### src/rtl/alu_pkg.sv
// Shared definitions for the ALU execute sequencer: opcode and condition
// encodings, FSM state encoding and opcode classification helpers.
package alu_pkg;

  localparam logic [3:0] OP_AND = 4'h0;
  localparam logic [3:0] OP_EOR = 4'h1;
  localparam logic [3:0] OP_SUB = 4'h2;
  localparam logic [3:0] OP_RSB = 4'h3;
  localparam logic [3:0] OP_ADD = 4'h4;
  localparam logic [3:0] OP_ADC = 4'h5;
  localparam logic [3:0] OP_SBC = 4'h6;
  localparam logic [3:0] OP_RSC = 4'h7;
  localparam logic [3:0] OP_TST = 4'h8;
  localparam logic [3:0] OP_TEQ = 4'h9;
  localparam logic [3:0] OP_CMP = 4'hA;
  localparam logic [3:0] OP_CMN = 4'hB;
  localparam logic [3:0] OP_ORR = 4'hC;
  localparam logic [3:0] OP_MOV = 4'hD;
  localparam logic [3:0] OP_BIC = 4'hE;
  localparam logic [3:0] OP_MVN = 4'hF;

  localparam logic [3:0] CC_EQ = 4'h0;
  localparam logic [3:0] CC_NE = 4'h1;
  localparam logic [3:0] CC_CS = 4'h2;
  localparam logic [3:0] CC_CC = 4'h3;
  localparam logic [3:0] CC_MI = 4'h4;
  localparam logic [3:0] CC_PL = 4'h5;
  localparam logic [3:0] CC_VS = 4'h6;
  localparam logic [3:0] CC_VC = 4'h7;
  localparam logic [3:0] CC_HI = 4'h8;
  localparam logic [3:0] CC_LS = 4'h9;
  localparam logic [3:0] CC_GE = 4'hA;
  localparam logic [3:0] CC_LT = 4'hB;
  localparam logic [3:0] CC_GT = 4'hC;
  localparam logic [3:0] CC_LE = 4'hD;
  localparam logic [3:0] CC_AL = 4'hE;
  localparam logic [3:0] CC_NV = 4'hF;

  localparam logic [1:0] ST_IDLE = 2'd0;
  localparam logic [1:0] ST_EXEC = 2'd1;
  localparam logic [1:0] ST_RESP = 2'd2;

  // TST/TEQ/CMP/CMN occupy 8..B: flags always written, no register write.
  function automatic logic is_compare(input logic [3:0] op);
    return (op[3:2] == 2'b10);
  endfunction

  function automatic logic is_logical(input logic [3:0] op);
    case (op)
      OP_AND, OP_EOR, OP_TST, OP_TEQ,
      OP_ORR, OP_MOV, OP_BIC, OP_MVN: return 1'b1;
      default:                        return 1'b0;
    endcase
  endfunction

endpackage

### src/rtl/alu_exec_ctrl_cond_check.sv
// Combinational ARM condition-code evaluation against an NZCV flag vector.
module cond_check
  import alu_pkg::*;
(
  input  logic [3:0] cond,
  input  logic [3:0] nzcv,
  output logic       pass
);

  logic n, z, c, v;
  assign {n, z, c, v} = nzcv;

  always_comb begin
    pass = 1'b0;
    case (cond)
      CC_EQ: pass = z;
      CC_NE: pass = ~z;
      CC_CS: pass = c;
      CC_CC: pass = ~c;
      CC_MI: pass = n;
      CC_PL: pass = ~n;
      CC_VS: pass = v;
      CC_VC: pass = ~v;
      CC_HI: pass = c & ~z;
      CC_LS: pass = ~c | z;
      CC_GE: pass = (n == v);
      CC_LT: pass = (n != v);
      CC_GT: pass = ~z & (n == v);
      CC_LE: pass = z | (n != v);
      CC_AL: pass = 1'b1;
      default: pass = 1'b0;
    endcase
  end

endmodule

### src/rtl/alu_exec_ctrl.sv
// Execute-stage sequencer: registers one op, drives the external ALU for one
// cycle, applies condition/flag rules and holds a write-back response.
module alu_exec_ctrl
  import alu_pkg::*;
#(
  parameter int DW    = 32,
  parameter int RW    = 4,
  parameter int CNT_W = 16
) (
  input  logic             clk,
  input  logic             rst_n,
  // Handshakes: a transfer happens on a rising edge where valid && ready;
  // a source holds valid and payload stable until that edge.
  input  logic             req_valid,
  output logic             req_ready,
  input  logic [3:0]       req_cond,
  input  logic [3:0]       req_opcode,
  input  logic             req_s,
  input  logic [RW-1:0]    req_rd,
  input  logic [DW-1:0]    req_a,
  input  logic [DW-1:0]    req_b,
  output logic [DW-1:0]    alu_a,
  output logic [DW-1:0]    alu_b,
  output logic [3:0]       alu_opcode,
  output logic             alu_carry_in,
  input  logic [DW-1:0]    alu_result,
  input  logic             alu_n,
  input  logic             alu_z,
  input  logic             alu_c,
  input  logic             alu_v,
  output logic             wb_valid,
  input  logic             wb_ready,
  output logic [RW-1:0]    wb_rd,
  output logic [DW-1:0]    wb_data,
  output logic             wb_we,
  input  logic             flag_wr_en,
  input  logic [3:0]       flag_wr_data,
  output logic [3:0]       flags_nzcv,
  output logic [CNT_W-1:0] ops_retired,
  output logic [1:0]       dbg_state
);

  logic [1:0]    state;
  logic [3:0]    cond_q;
  logic [3:0]    opcode_q;
  logic          s_q;
  logic [RW-1:0] rd_q;
  logic [DW-1:0] a_q;
  logic [DW-1:0] b_q;
  logic          cond_pass;
  logic          flag_upd;

  cond_check u_cond_check (
    .cond (cond_q),
    .nzcv (flags_nzcv),
    .pass (cond_pass)
  );

  assign req_ready    = (state == ST_IDLE);
  assign wb_valid     = (state == ST_RESP);
  assign dbg_state    = state;
  assign alu_a        = a_q;
  assign alu_b        = b_q;
  assign alu_opcode   = opcode_q;
  assign alu_carry_in = flags_nzcv[1];

  assign flag_upd = (state == ST_EXEC) && cond_pass && (s_q || is_compare(opcode_q));

  always_ff @(posedge clk or negedge rst_n) begin
    if (!rst_n) begin
      state       <= ST_IDLE;
      cond_q      <= '0;
      opcode_q    <= '0;
      s_q         <= 1'b0;
      rd_q        <= '0;
      a_q         <= '0;
      b_q         <= '0;
      wb_rd       <= '0;
      wb_data     <= '0;
      wb_we       <= 1'b0;
      ops_retired <= '0;
    end else begin
      case (state)
        ST_IDLE: begin
          if (req_valid) begin
            cond_q   <= req_cond;
            opcode_q <= req_opcode;
            s_q      <= req_s;
            rd_q     <= req_rd;
            a_q      <= req_a;
            b_q      <= req_b;
            state    <= ST_EXEC;
          end
        end
        ST_EXEC: begin
          wb_data <= alu_result;
          wb_rd   <= rd_q;
          wb_we   <= cond_pass && !is_compare(opcode_q);
          state   <= ST_RESP;
        end
        ST_RESP: begin
          if (wb_ready) begin
            ops_retired <= ops_retired + 1'b1;
            state       <= ST_IDLE;
          end
        end
        default: state <= ST_IDLE;
      endcase
    end
  end

  // An EXEC flag update takes priority over a same-cycle MSR write.
  always_ff @(posedge clk or negedge rst_n) begin
    if (!rst_n) begin
      flags_nzcv <= 4'b0000;
    end else if (flag_upd) begin
      if (is_logical(opcode_q))
        flags_nzcv <= {alu_n, alu_z, flags_nzcv[1:0]};
      else
        flags_nzcv <= {alu_n, alu_z, alu_c, alu_v};
    end else if (flag_wr_en) begin
      flags_nzcv <= flag_wr_data;
    end
  end

endmodule

### config.mk
export PLATFORM = sky130hd
export DESIGN_NAME = alu_exec_ctrl
export DESIGN_NICKNAME = d
export VERILOG_FILES = /design/src/rtl/alu_pkg.sv /design/src/rtl/alu_exec_ctrl_cond_check.sv /design/src/rtl/alu_exec_ctrl.sv
export SDC_FILE = /design/constraint.sdc
export NUM_CORES = 1
export LEC_CHECK = 0
export BUFFER_PORTS_ARGS = -buffer_cell sky130_fd_sc_hd__buf_2
export CAP_MARGIN = 20
export CORE_UTILIZATION = 42
export DETAILED_ROUTE_END_ITERATION = 7
export HOLD_SLACK_MARGIN = 0.15
export PLACE_DENSITY = 0.8
export SYNTH_ARGS = -nofsm -noshare
export SYNTH_HDL_FRONTEND = slang
export SYNTH_SLANG_ARGS = --single-unit
### constraint.sdc
create_clock -name clk -period 1.9 [get_ports clk]
set_input_delay 0.19 -clock clk [delete_from_list [all_inputs] [get_ports clk]]
set_output_delay 0.19 -clock clk [all_outputs]
set_load 0.05 [all_outputs]
# After elaboration in Yosys (flattened, before gate mapping)
# Memory sizes are Yosys's and may differ from the RTL's.
# Cells that the tools add are included.
[word_totals] mem_bits_ro=16 memories=1 ff_bits=136 word_cells=65 inputBits=122 out_inout_bits=130
[mem_list] memory="(name not given)" words=16 width=1 read_ports=1 rd_ports_with_merged_regs=0 write_ports=0 line="alu_pkg.sv:49" source="case (op)"
[op_classes] n_reduce_logical=12 n_eq_ne=22 n_addsub=1 bitwise=8 n_mux=8
[op_table] cell="$eq 4x4->1 const B" count=7
[op_table] cell="$add 16x1->16 const B" count=1
[op_table] cell="$eq 4x3->1 const B" count=4
[op_table] cell="$pmux 1 s15" count=1
[op_table] cell="$eq 4x2->1 const B" count=2
[op_table] cell="$mux 4" count=2
[op_table] cell="$reduce_and 2->1" count=4
[op_table] cell="$mux 2" count=3
[op_table] cell="$pmux 2 s3" count=1
[op_table] cell="$eq 2x2->1 const B" count=2
[op_table] cell="$eq 4x1->1 const B" count=1
[op_table] cell="$logic_not 4->1" count=1
[op_table] cell="$ne 2x2->1 const B" count=2
[op_table] cell="$not 1->1" count=4
[op_table] cell="$logic_and 1x1->1" count=3
[op_table] cell="$and 1x1->1" count=2
[op_table] cell="$eq 2x1->1 const B" count=1
[op_table] cell="$logic_not 2->1" count=1
[op_table] cell="$ne 2x1->1 const B" count=1
[op_table] cell="$or 1x1->1" count=2
[op_table] cell="$reduce_bool 2->1" count=1
[op_table] cell="$eq 1x1->1" count=1
[op_table] cell="$logic_not 1->1" count=1
[op_table] cell="$logic_or 1x1->1" count=1
[op_table] cell="other kinds (2)" count=2

# Longest topological paths before layout
[depth] word_depth=8 depth_mapped=7 ltp_nobuf=6

# Cells and area by module
# From an unflattened synthesis, not the netlist that was laid out.
[unflattened] hier_cells=441 hier_area_um2=5469.0
[by_module_without_submodules] module="alu_exec_ctrl" area_per_inst_um2=5275.1 seq_area_each_um2=3403.3 instances=1 cells_each=413
[by_module_without_submodules] module="cond_check" area_per_inst_um2=193.9 seq_area_each_um2=0.0 instances=1 cells_each=28

# Worst setup path before layout
# No wires, ideal clock.
[synth_timing] path_kind="reg-to-reg" startpoint="register state[0], in the netlist dbg_state[0]" endpoint="register a_q[0], in the netlist alu_a[0]" t_arrival_ns=2.511 synth_period_minus_slack_ns=2.635 path_buffers=2 setup_ns=0.125 required_time_ns=1.775 setup_slack_ns=-0.735 path_stages_with_launch=6 cell_sequence="dfrtp_1 nor2_1 and2_1 clkbuf_1 clkbuf_1 mux2_2"
[synth_between] elab_chain_cells=2
[synth_lines] item="start: declaration" line="alu_exec_ctrl.sv:43" source="logic [1:0] state;"
[synth_lines] item="start signal: assignment" line="alu_exec_ctrl.sv:71" source="state <= ST_IDLE;"
[synth_lines] item="start signal: assignment" line="alu_exec_ctrl.sv:92" source="state <= ST_EXEC;"
[synth_lines] item="start signal: assignment" line="alu_exec_ctrl.sv:99" source="state <= ST_RESP;"
[synth_lines] item="$logic_not 2->1"
[synth_lines] item="named net req_ready" line="alu_exec_ctrl.sv:15" source="output logic req_ready,"
[synth_lines] item="$reduce_and 2->1 (no source line)"
[synth_lines] item="end signal: assignment" line="alu_exec_ctrl.sv:90" source="a_q <= req_a;"
[synth_lines] item="end: declaration" line="alu_exec_ctrl.sv:48" source="logic [DW-1:0] a_q;"
# The timed path passes the listed nets, and every way through them passes these cells.
# A chain may end at the register's enable or synchronous reset.

# Worst setup path in the final report
[layout_timing] startpoint="register flags_nzcv[3]" endpoint="register flags_nzcv[1]"
[layout_between] elab_chain_cells=7 word_cells_on_any_way=12 cone_classes="eq/ne (3); mux (2); bitwise (3); reduce/logical (4)"
[layout_lines] item="start: declaration" line="alu_exec_ctrl.sv:38" source="output logic [3:0] flags_nzcv,"
[layout_lines] item="start signal: assignment" line="alu_exec_ctrl.sv:118" source="flags_nzcv <= {alu_n, alu_z, flags_nzcv[1:0]};"
[layout_lines] item="start signal: assignment" line="alu_exec_ctrl.sv:120" source="flags_nzcv <= {alu_n, alu_z, alu_c, alu_v};"
[layout_lines] item="start signal: assignment" line="alu_exec_ctrl.sv:122" source="flags_nzcv <= flag_wr_data;"
[layout_lines] item="$ne 1x1->1 or $eq 1x1->1 (tied branches)"
[layout_lines] item="$or 1x1->1 or $and 1x1->1 (tied branches)" line="alu_exec_ctrl_cond_check.sv:29, alu_exec_ctrl_cond_check.sv:28"
[layout_lines] item="$pmux 1 s15 (*)" line="alu_exec_ctrl_cond_check.sv:15" source="case (cond)"
[layout_lines] item="$logic_and 1x1->1 (*) (2 in series)" line="alu_exec_ctrl.sv:67" source="assign flag_upd = (state == ST_EXEC) && cond_pass && (s_q || is_compare(opcode_q));"
[layout_lines] item="$ne 2x2->1 (no source line) or $reduce_bool 2->1 (tied branches)"
[layout_lines] item="$reduce_and 2->1 (no source line)"
# Mark *: on every way between the ends. The rest lies on a longest branch, timed or not.

==> impl_metrics.tcl <==
set metrics [dict create \
    tightest_slew_ps 518.4 \
    grt_max_degree 51 \
    rsz0062_at_grt "yes" \
    fillCellCount 830 \
    synth.largest_area_cell "dfrtp_1" \
    ys.flop_type "dfrtp_1" \
    grt_pass1_vias 5154 \
    p_sw_mw 8.848 \
    cts-root-buf "clkbuf_16" \
    min_period_ps 2048 \
    vias_per_cell 4.871 \
    combPwrFrac 0.536 \
    async_flop_share 1.000 \
    final.setup_skew_ps 8.124 \
    grt_usage 0.2470 \
    synth_most_common_cell "dfrtp_1" \
    post_dp_cell_area_um2 7094 \
    num_vias 4657 \
    layout.nets 893 \
    worstPathArrival_ps 2340 \
    final_max_slew_viol_count 0 \
    synthTopCellsByCount "136 x dfrtp_1, 111 x mux2_2, 18 x nand2_1" \
    dp_worst_setup_slack_ps -177.8 \
    setup_viol 2 \
    cap_violations 0 \
    die-width_um 116.2 \
    drt.antenna.violating_nets 0 \
    dr.pass1.iters 4 \
    syn-cell-area_um2 5478 \
    antenna_found_initial 0 \
    syn_to_final_growth_pct 64.92 \
    final_area_um2 9034 \
    reg2reg_slack_ps -150 \
    ys_seq_elements 136 \
    worstPathRequired_ps 2200 \
    crit_fanout 6 \
    final.setup.worst_slack_ps -147.7 \
    finalHoldViolations 0 \
    cts_tree "built" \
    die-area_um2 13500 \
    worstSkewPairLatency_ps 410 \
    power_switching_share 0.4845 \
    synth_warnings 0 \
    synth_edf_count 0 \
    worst_r2r_endpoint "flags_nzcv[1]" \
    cts-htree-levels 4 \
    io_buffers 251 \
    slew_headroom 0.6544 \
    end_kind "flop" \
    synth_nets 496 \
    synth.area.top_cells "dfrtp_1 62%, mux2_2 23%, xnor2_1 1.8%" \
    seqPwrFrac 0.288 \
    dieHeight_um 116.2 \
    fmaxAchievable_ghz 0.4883 \
    p_per_area_nw_per_um2 2021 \
    reg2reg_from "flags_nzcv[3]" \
    crit_path_end "flags_nzcv[1]" \
    gp_congestion 0.8445 \
    start_util 0.4323 \
    post-route-period-util 1.078 \
    leakagePower_nw 4.293 \
    grt_overflow_total 0 \
    clockBufferDepth 2 \
    netlist-cell-type-count 43 \
    synth_top_area_share 0.6213 \
    worst-setup-path-type "flop to flop" \
    rows 41 \
    drt_drc_violations_left 0 \
    synthCells 373 \
    min_path_type "input pin to flop" \
    finalSetupTns_ps -282.7 \
    avgSynthCellArea_um2 14.69 \
    core_um2 12670 \
    hpwl_um 9659 \
    status "complete, but fails checks" \
    clock-sinks 136 \
    drt_iter0_drc 332 \
    grt_pass1_wl_um 25080 \
    clk_pin_slew_ps 60 \
    crit_start "flags_nzcv[3]" \
    cts_buffers 17 \
    violations "negative setup slack" \
    wl_per_cell_um 16.87 \
    ff2ff_path_depth 7 \
    ioPinCount 252 \
    drive_above_1_share 0.5773 \
    clockPowerShare 0.176 \
    p_int_mw 9.413 \
    ys_seq_area_frac 0.6213 \
    worstSetupStartpointType "flop" \
    ir_drop_mv 1.924 \
    routed_wl_um 16120 \
]
[worst max-delay path, cell delays in order (launching register included)]
cell	delay (ps)
dfrtp_2	500
xor2_4	250
nor4b_2	90
o31ai_2	290
o211ai_2	150
buf_4	170
or3b_1	350
o221a_1	120
[registers in the layout (all words and copies together), names as in the netlist, 2 cells and up]
signal / cells
cond_q: 4
flags_nzcv: 4
alu_a: 32
wb_rd: 4
rd_q: 4
dbg_state: 2
wb_data: 32
ops_retired: 16
alu_opcode: 4
alu_b: 32
[through the flow]
step	total power [mW]	utilization	std cells	hold slack [ps]
global placement	14.06	0.5599	795	150.5
detailed placement	14.35	0.5599	795	154.3
CTS	18.02	0.7076	953	235.7
floorplan	12.03	-	373	-105.6
finish	18.26	0.7129	956	255.6
global route	19.05	0.7127	955	244.7
[cells in the final DEF, fill, tap and decap left out, types with 2 or more instances in the layout]
cell type      instances
nand3_1                5
buf_6                  2
buf_12                 4
nand2_1               18
mux2_2               111
xor2_1                 6
clkinvlp_4             2
o221a_1                2
and3_1                 3
xnor2_1               10
nor2_1                 6
nand2b_1               3
and2_4                 2
inv_1                  4
dlygate4sd3_1        121
mux2i_1                3
bufinv_16              2
buf_4                 20
clkbuf_16             17
clkinv_2               4
or3b_1                 2
nand4_1                3
buf_2                250
mux2_4                 2
clkbuf_8               2
o21ai_0                7
dfrtp_2               10
clkbuf_1               2
clkinv_4               2
o21ai_2                2
dfrtp_1              126
[timing repair]
action,in CTS,in global routing
resized for setup,8,10
hold buffers,121,0
buffers inserted,5,2
endpoints found under the setup margin,2,6
hold endpoints to repair,209,0
pin swaps,2,1
[worst min path at each step]
stage	start	to	depth (start not counted)
after global routing	req_valid	dbg_state[0]	3
after floorplan	rst_n	alu_a[0]	0
after CTS	flag_wr_en	flags_nzcv[0]	3
after global placement	rst_n	wb_data[28]	1
after detailed placement	rst_n	wb_data[28]	1
final	req_valid	dbg_state[0]	3
[power groups by stage]
| stage | sequential (mW) | combinational [mW] | clock (mW) |
|---|---|---|---|
| 2_1_floorplan | 9.46 | 2.57 | 0 |
| 3_3_place_gp | 5.09 | 8.97 | 0 |
| 3_5_place_dp | 5.19 | 9.16 | 0 |
| 4_1_cts | 5.18 | 9.57 | 3.27 |
| 5_1_grt | 5.45 | 10.2 | 3.41 |
| 6_report | 5.27 | 9.78 | 3.21 |
[area by class of cell]
class                   instances  area (um^2)  area share
flip-flops and latches        136         3416      0.3781
repair buffers                397         2715      0.3006
multi-input cells             214         2088      0.2312
clock buffers                  21        460.4     0.05097
well taps                     172        215.2     0.02382
clock inverters                11        121.4     0.01343
inverters                       4        15.01    0.001662
diodes                          1        2.502   0.0002770
[cells by family (layout without fill, tap and decap cells)]
kind of cell	after synthesis	after routing	share of synthesized area
flip-flops	136	136	0.6213
multiplexers	116	116	0.2392
AND/OR/NAND/NOR	56	56	0.05528
AO/OA/AOI/OAI	23	23	0.03289
buffers and inverters	23	433	0.02033
XOR/XNOR	18	18	0.02878
adder cells (fa/ha/maj)	1	1	0.002284
other	0	1	0
[layer usage]
metal | global-route usage | wire length [um]
met4 | 0.1487 | 676
met2 | 0.4516 | 8834
met3 | 0.06331 | 747
met1 | 0.2538 | 5865
met5 | 0 | 0
Power figures use the tool's default switching activity.
